File: config.mk
export PLATFORM = sky130hd
export DESIGN_NAME = vc_fifo_bank
export DESIGN_NICKNAME = d
export VERILOG_FILES = /design/src/rtl/vc_fifo_bank_pkg.sv /design/src/rtl/vc_fifo.sv /design/src/rtl/vc_fifo_bank.sv
export SDC_FILE = /design/constraint.sdc
export NUM_CORES = 1
export LEC_CHECK = 0
export ABC_CLOCK_PERIOD_IN_PS = 3800
export CAP_MARGIN = 20
export CORE_MARGIN = 5
export CORE_UTILIZATION = 27
export DETAILED_ROUTE_END_ITERATION = 12
export GPL_TIMING_DRIVEN = 0
export SETUP_SLACK_MARGIN = 0.5
export SYNTH_ARGS = -nofsm -noshare
export SYNTH_HDL_FRONTEND = slang
export SYNTH_SLANG_ARGS = --single-unit
File: constraint.sdc
create_clock -name clk -period 3.8 [get_ports clk]
set_clock_uncertainty 0.15 [all_clocks]
set_input_delay 0.76 -clock clk [delete_from_list [all_inputs] [get_ports clk]]
set_output_delay 0.76 -clock clk [all_outputs]
set_load 0.02 [all_outputs]
File: src/rtl/vc_fifo_bank_pkg.sv
// Shared QoS definitions for the VC FIFO bank and the WRR arbiter.
// VC count, index width, default word width, pointer sizing.
package vc_fifo_bank_pkg;

  localparam int NUM_VC = 4;
  localparam int VC_W   = 2;
  localparam int DATA_W_DEF = 6;

  function automatic int ptr_w(input int depth);
    return (depth > 1) ? $clog2(depth) : 1;
  endfunction

endpackage

File: src/rtl/vc_fifo.sv
// Single-clock circular FIFO for one virtual channel.
// Head word is exposed combinationally; flags derive from the count.
module vc_fifo
  import vc_fifo_bank_pkg::*;
#(
  parameter int DATA_W    = DATA_W_DEF,
  parameter int DEPTH     = 4,
  parameter int AF_THRESH = 3,
  parameter int AE_THRESH = 1
) (
  input  logic              clk,
  input  logic              reset,
  input  logic              push,
  input  logic              pop,
  input  logic [DATA_W-1:0] data_in,
  output logic [DATA_W-1:0] head,
  output logic              empty,
  output logic              full,
  output logic              almost_full,
  output logic              almost_empty
);

  localparam int PW = ptr_w(DEPTH);
  localparam int CW = PW + 1;
  localparam logic [CW-1:0] FULL_C = CW'(DEPTH);
  localparam logic [CW-1:0] AF_C   = CW'(AF_THRESH);
  localparam logic [CW-1:0] AE_C   = CW'(AE_THRESH);

  logic [DATA_W-1:0] mem [DEPTH];
  logic [PW-1:0]     wptr;
  logic [PW-1:0]     rptr;
  logic [CW-1:0]     count;
  logic              do_push;
  logic              do_pop;

  // A full FIFO still accepts a write when the head leaves the same cycle;
  // an empty FIFO never bypasses a concurrent write to the reader.
  assign do_push = push && (!full || pop);
  assign do_pop  = pop && !empty;

  assign empty        = (count == '0);
  assign full         = (count == FULL_C);
  assign almost_full  = (count >= AF_C);
  assign almost_empty = (count <= AE_C);
  assign head         = mem[rptr];

  always_ff @(posedge clk) begin
    if (do_push && !reset) begin
      mem[wptr] <= data_in;
    end
  end

  always_ff @(posedge clk) begin
    if (reset) begin
      wptr  <= '0;
      rptr  <= '0;
      count <= '0;
    end else begin
      if (do_push) begin
        wptr <= wptr + 1'b1;
      end
      if (do_pop) begin
        rptr <= rptr + 1'b1;
      end
      unique case ({do_push, do_pop})
        2'b10:   count <= count + 1'b1;
        2'b01:   count <= count - 1'b1;
        default: count <= count;
      endcase
    end
  end

endmodule

File: src/rtl/vc_fifo_bank.sv
// Four per-VC FIFOs feeding the WRR arbiter; pops the VC named by sel
// into a registered output with aligned overflow/underflow pulses.
module vc_fifo_bank
  import vc_fifo_bank_pkg::*;
#(
  parameter int DATA_W    = DATA_W_DEF,
  parameter int DEPTH     = 4,
  parameter int AF_THRESH = 3,
  parameter int AE_THRESH = 1
) (
  input  logic              clk,
  input  logic              reset,
  input  logic              enb,
  input  logic              push,
  input  logic [VC_W-1:0]   push_vc,
  input  logic [DATA_W-1:0] data_in,
  input  logic              pop,
  input  logic [VC_W-1:0]   sel,
  output logic [DATA_W-1:0] data_out,
  output logic              valid_out,
  output logic [NUM_VC-1:0] empty,
  output logic [NUM_VC-1:0] full,
  output logic [NUM_VC-1:0] almost_full,
  output logic [NUM_VC-1:0] almost_empty,
  output logic              err_overflow,
  output logic              err_underflow
);

  logic [DATA_W-1:0] head [NUM_VC];
  logic [NUM_VC-1:0] push_dec;
  logic [NUM_VC-1:0] pop_dec;
  logic              push_hit;
  logic              pop_hit;
  logic              pop_ok;
  logic              ovf;

  assign push_hit = enb && push;
  assign pop_hit  = enb && pop;
  assign pop_ok   = pop_hit && !empty[sel];
  assign ovf      = push_hit && full[push_vc]
                 && !(pop_hit && (sel == push_vc));

  for (genvar i = 0; i < NUM_VC; i++) begin : g_vc
    assign push_dec[i] = push_hit && (push_vc == VC_W'(i));
    assign pop_dec[i]  = pop_hit && (sel == VC_W'(i));

    vc_fifo #(
      .DATA_W    (DATA_W),
      .DEPTH     (DEPTH),
      .AF_THRESH (AF_THRESH),
      .AE_THRESH (AE_THRESH)
    ) u_fifo (
      .clk          (clk),
      .reset        (reset),
      .push         (push_dec[i]),
      .pop          (pop_dec[i]),
      .data_in      (data_in),
      .head         (head[i]),
      .empty        (empty[i]),
      .full         (full[i]),
      .almost_full  (almost_full[i]),
      .almost_empty (almost_empty[i])
    );
  end

  always_ff @(posedge clk) begin
    if (reset) begin
      data_out      <= '0;
      valid_out     <= 1'b0;
      err_overflow  <= 1'b0;
      err_underflow <= 1'b0;
    end else begin
      valid_out     <= pop_ok;
      err_overflow  <= ovf;
      err_underflow <= pop_hit && empty[sel];
      if (pop_ok) begin
        data_out <= head[sel];
      end
    end
  end

endmodule

# Word level (Yosys, flattened, before mapping)
# Memory sizes are Yosys's and may differ from the RTL's. A register that Yosys moved wholly into a read port is not among the register bits.
# Index checks and enable logic that the tools add are counted.
# classes
add_sub_neg	16
n_mul	0
div	0
order_cmp	11
eq_ne	19
shift	0
n_mux	27
n_bitwise	1
reduce_logical	52
# op_table
op	count
logical AND 1 bit	27
one-hot mux 3 bit (2 select lines)	4
adder 2 x 1 -> 2 bit (second input constant)	8
equality test 2 bit (second input constant)	8
two-way mux 2 bit	8
adder 3 x 1 -> 3 bit (second input constant)	4
binary-select mux 6 bit (select 2 bit)	1
equality test 2 x 1 -> 1 bit (second input constant)	6
equality test 3 bit (second input constant)	4
>= comparator 3 x 2 -> 1 bit (second input constant)	4
<= comparator 3 x 1 -> 1 bit (second input constant)	4
zero test 3 bit	4
two-way mux 6 bit	2
subtractor 3 x 1 -> 3 bit (second input constant)	4
zero test 1 bit	11
two-way mux 1 bit	10
nonzero test 2 bit	4
less-than comparator 2 x 3 -> 1 bit (second input constant)	2
binary-select mux 1 bit (select 2 bit)	2
zero test 2 bit	2
logical OR 1 bit	4
>= comparator 3 bit (second input constant)	1
NOT 2 -> 3 bit	1
equality test 2 bit	1
# totals
reg_bits	37
latch_bits	0
mem_bits_rw	96
rom_bits	0
input_bits	15
output_inout_bits	25
elab_cells	146
mem_count	4
# mem_list
name	words	width	read_ports	rd_ports_with_merged_regs	wr	line	source
g_vc[0].u_fifo.mem	4	6	1	1	1	vc_fifo.sv:29	logic [DATA_W-1:0] mem [DEPTH];
g_vc[1].u_fifo.mem	4	6	1	1	1	vc_fifo.sv:29	
g_vc[2].u_fifo.mem	4	6	1	1	1	vc_fifo.sv:29	
g_vc[3].u_fifo.mem	4	6	1	1	1	vc_fifo.sv:29	

# Logic depth before layout (Yosys ltp)
# logic_depth
ltp_word	7
ltp_mapped	11
ltp_nobuf	11

# Modules after synthesis
# A second synthesis with hierarchy kept.
# hier_totals
hier_cells	440
area_unflattened_um2	6351.1
# by_module_without_submodules
module	n_inst	cells_each	area_each_um2	seq_area_each_um2
vc_fifo	4	96	1433.9	900.9
vc_fifo_bank	1	56	615.6	180.2

# Worst setup path after synthesis
# OpenSTA, ideal clock, no wires.
# synth_timing
path_kind	input to register
start	input port sel[1]
end	register g_vc[1].u_fifo.count[2]
setup_ns	0.135
arrival_ns	2.159
required_ns	3.515
slack_ns	1.356
stages	7
path_buffers	1
path_cell_list	buf_4 nand4b_1 a211oi_2 inv_1 ha_1 o21ai_0 a21oi_1
# synth_between
elab_chain_cells	6
word_cells_on_any_way	9
cone_classes	eq/ne: 3; mux: 1; reduce/logical: 5
# synth_rtl
item	line	source
start: declaration	vc_fifo_bank.sv:18	input logic [VC_W-1:0] sel,
equality test 2 x 1 -> 1 bit *	vc_fifo_bank.sv:45	assign pop_dec[i] = pop_hit && (sel == VC_W'(i));
logical AND 1 bit *	vc_fifo_bank.sv:45	
logical OR 1 bit	vc_fifo.sv:38	assign do_push = push && (!full || pop);
logical AND 1 bit	vc_fifo.sv:38	
equality test 2 x 1 -> 1 bit or equality test 2 bit (tied branches)	vc_fifo.sv:65	unique case ({do_push, do_pop})
one-hot mux 3 bit (2 select lines) or nonzero test 2 bit (tied branches)	-	
end signal: assignment	vc_fifo.sv:66	2'b10: count <= count + 1'b1;
end signal: assignment	vc_fifo.sv:67	2'b01: count <= count - 1'b1;
end signal: assignment	vc_fifo.sv:68	default: count <= count;
end: declaration	vc_fifo.sv:32	logic [CW-1:0] count;
# Mark *: on every way between the ends. The rest lies on a longest branch, timed or not.
# A chain may end at the register's enable or synchronous reset.

# Final worst setup path
# layout_timing
start	register g_vc[0].u_fifo.count[0]
end	output port empty[0]
# layout_between
elab_chain_cells	1
# layout_rtl
item	line	source
start: declaration	vc_fifo.sv:32	
start signal: assignment	vc_fifo.sv:66	
start signal: assignment	vc_fifo.sv:67	
start signal: assignment	vc_fifo.sv:68	
zero test 3 bit	vc_fifo.sv:41	assign empty = (count == '0);
end: declaration	vc_fifo_bank.sv:21	output logic [NUM_VC-1:0] empty,
# No other way between the ends.

==> results by group <==
Clocking
  – CTS Buffer Depth: 2
  – Clk pin slew, worst setup/hold paths: 0.06 ns
  – Clk root buf: clkbuf_16
  – Number of buffers added for setup after CTS: 0
  – Clock buffer count from CTS: 17
  – Htree depth: 4
  – Clk_lat worst skew: 0.42 ns
  – CTS tree: done
  – TritonCTS sink count: 141

Run status
  – Status: finished, final reports clean

Setup path
  – Family with the most delay on the worst path: buffers and inverters
  – CP max-delay cell: clkdlybuf4s50_1
  – Setup crit end kind: output port
  – Crit path largest cell delay: 0.59 ns
  – R2R cell count: 6
  – Crit Path Class: reg2out
  – CP Depth: 5
  – Worst endpoint data arrival time: 2.31 ns
  – CP cell instances: inv_1 -> ha_1 -> nor2b_1 -> buf_4 -> clkdlybuf4s50_1
  – Crit path launch type: register
  – Number of buffers and inverters on the critical path: 3
  – Data required time of the worst path: 2.89 ns
  – Max FO, Critical Path: 4

Placed design
  – Port Buffers: 37
  – Post-Place Worst Slack: 0.4516 ns
  – Placer Congestion: 0.7929
  – DP HPWL: 10230 um
  – DP Area: 7216 um2

Die
  – Die Area: 27070 um2
  – Initial Util: 0.2746
  – Row cnt: 56
  – Core ar.: 23470 um2
  – Die width: 164.5 um
  – Die Span Y: 164.5 um
  – IO Count: 40

Timing
  – Final Max Slew Viols: 0
  – Maximum clock frequency: 310.9 MHz
  – RSZ-0062 raised after global routing: no
  – Hold Fails Final Rpt: 0
  – Max transition margin: 0.4970
  – Worst slew pin tran: 0.7545 ns
  – Setup TNS: 0 ns
  – Minimum clock period: 3.217 ns
  – WHS: 0.3723 ns
  – Final worst path period share: 0.8466
  – # setup viols final: 0
  – Fin worst setup slack: 0.5831 ns

Hold path
  – Hold-critical path depth: 2
  – Worst min path class: reg2reg

Synthesis
  – Synth Area per Inst: 13.49 um2
  – Syn Inst Count: 478
  – Synthesized flop and latch total: 141
  – Syn Nets: 533
  – Asr flop ratio synth: 0
  – Syn. warnings: 0
  – Count of cell types in the netlist: 46
  – Sequential element share of the synthesized area: 0.5870
  – EDFF count, synth: 96
  – Synthesized cell area: 6446 um2
  – Synth Flop Type: edfxtp_1

Detailed routing
  – Routed wire per std cell: 15.71 um
  – Routed Antenna Nets: 0
  – DRT Wirelength: 13600 um
  – 1st-iter DRT viols: 143
  – Vias per cell: 4.313
  – Drt pass-1 iters: 4
  – Vias: 3735
  – DRC violations left: 0

Global routing
  – Global-route wire length before repair: 21530 um
  – Grt ovf: 0
  – Number of global-route vias before repair: 4012
  – Global Route Usage Sum: 0.1063
  – Initial antenna violation count: 0
  – Pin count of the biggest net entering global routing: 17

Power and ir drop
  – Internal Power: 2.665 mW
  – Clock Power Share: 0.451
  – Sequential share of power: 0.483
  – Leak pwr: 2.633 nW
  – Net Sw Power: 0.7751 mW
  – Switching Share: 0.2253
  – Peak supply drop: 0.3241 mV
  – Power Total: 3.441 mW
  – Gate power share: 0.066
  – PD cells: 442.2 nW/um2

Finish
  – Layout cells sized above 1: 0.1536
  – N_diodes: 0
  – Nets: 589
  – P&R area growth vs syn: 20.71%
  – Design Area, Final: 7781 um2

Job
  – MaxCap Viol Count: 0
cells in the mapped netlist (2+ instances only):
library cell,instances,share of area
a31oi_1,6,0.0058
a211oi_2,2,0.0039
and3b_1,2,0.0027
and3_1,2,0.0019
nor2b_1,11,0.011
xor2_1,11,0.015
buf_2,6,0.0047
inv_1,26,0.015
nor3b_1,2,0.0023
a2111oi_2,2,0.0047
nor2_1,41,0.024
and2_1,18,0.017
nand2_1,15,0.0087
mux4_2,14,0.049
dfxtp_1,45,0.14
buf_1,2,0.0012
nand2b_1,5,0.0049
buf_4,18,0.021
nand3_1,2,0.0016
mux2i_1,27,0.042
a211oi_1,10,0.012
o21ai_0,10,0.0078
edfxtp_1,96,0.45
a311oi_2,5,0.012
o22ai_1,15,0.015
nand3b_1,4,0.0047
xnor2_1,11,0.015
ha_1,40,0.078
clkbuf_1,5,0.0029
a21oi_1,9,0.0070
logic make-up (layout without fill, tap and decap cells):
logic type | Yosys count | count (layout) | share of synthesized area
AO/OA/AOI/OAI | 64 | 64 | 0.07667
AND/OR/NAND/NOR | 112 | 112 | 0.09142
XOR/XNOR | 22 | 22 | 0.02989
multiplexers | 41 | 41 | 0.09084
flip-flops | 141 | 141 | 0.5870
adder cells (fa/ha/maj) | 40 | 40 | 0.07764
buffers and inverters | 58 | 127 | 0.04658
layer usage:
metal,GRT usage,up-vias,part of all wire
met4,0.03592,0,0.013
met2,0.1963,34,0.54
met1,0.1170,1852,0.41
li1,-,1835,-
met3,0.02970,14,0.028
met5,0,-,0
sequential cells by signal (all words and copies together) (netlist names), named ones only:
| name | cells |
|---|---|
| g_vc.u_fifo.mem | 96 |
| g_vc.u_fifo.count | 12 |
| g_vc.u_fifo.rptr | 8 |
| g_vc.u_fifo.wptr | 8 |
| data_out | 6 |
| err_overflow | 1 |
| err_underflow | 1 |
| valid_out | 1 |
power groups by stage:
stage / registers (mW) / logic, mW / clock network [mW]
floorplan: 1.70 / 0.127 / 0
global placement: 1.69 / 0.221 / 0
detailed placement: 1.70 / 0.229 / 0
CTS: 1.66 / 0.230 / 1.58
global route: 1.66 / 0.246 / 1.66
finish: 1.66 / 0.226 / 1.55
worst paths after layout:
kind / slack [ns] / start / endpoint
hold reg to reg: 0.37 / g_vc[0].u_fifo.rptr[1]$_SDFFE_PP0P_ / register
setup / recovery: 0.58 / g_vc[0].u_fifo.count[0]$_SDFFE_PP0P_ / empty[0]
hold / removal: 0.37 / g_vc[0].u_fifo.rptr[1]$_SDFFE_PP0P_ / register
setup reg to reg: 1.40 / g_vc[0].u_fifo.count[0]$_SDFFE_PP0P_ / g_vc[0].u_fifo.mem[0][4]$_DFFE_PP_
tightest hold or removal path, stage by stage (launching register included):
cell and delay (ns):
dfxtp_1 0.32, xnor2_1 0.11, nor2_1 0.05
final cells by class:
class,count,area (um2)
Fill cell,2292,15690
Clock inverter,12,116.4
Buffer,32,202.7
Multi-Input combinational cell,279,2365
Inverter,26,97.59
Tap cell,319,399.1
Clock buffer,20,446.7
Sequential cell,141,3784
Timing Repair Buffer,37,370.4
timing repair:
item	4_1_cts	5_1_grt
gates resized for setup	0	1
hold buffers	0	0
endpoints found under the setup margin	0	1
cell usage in the layout, fill, tap and decap left out, types with 4 or more instances in the layout:
| cell type | count |
|---|---|
| clkbuf_16 | 17 |
| inv_1 | 26 |
| ha_1 | 40 |
| nand2b_1 | 5 |
| mux4_2 | 14 |
| nor2b_1 | 10 |
| mux2i_1 | 27 |
| clkdlybuf4s50_1 | 37 |
| and2_1 | 18 |
| a31oi_1 | 6 |
| xor2_1 | 11 |
| xnor2_1 | 11 |
| clkinv_4 | 4 |
| a21oi_1 | 9 |
| o21ai_0 | 10 |
| a311oi_2 | 5 |
| nand2_1 | 15 |
| clkbuf_1 | 7 |
| o22ai_1 | 15 |
| edfxtp_1 | 96 |
| nor2_1 | 41 |
| nand3b_1 | 4 |
| buf_4 | 18 |
| a211oi_1 | 10 |
| dfxtp_1 | 45 |
| clkinvlp_4 | 5 |
| buf_2 | 6 |
per-stage QoR:
stage                     std cells    util
final                           866  0.3315
after global routing            866  0.3315
after CTS                       866  0.3314
after detailed placement        834  0.3074
after global placement          834  0.3074
after floorplan                 478       -
No activity file was read; power rests on OpenSTA's default activity.
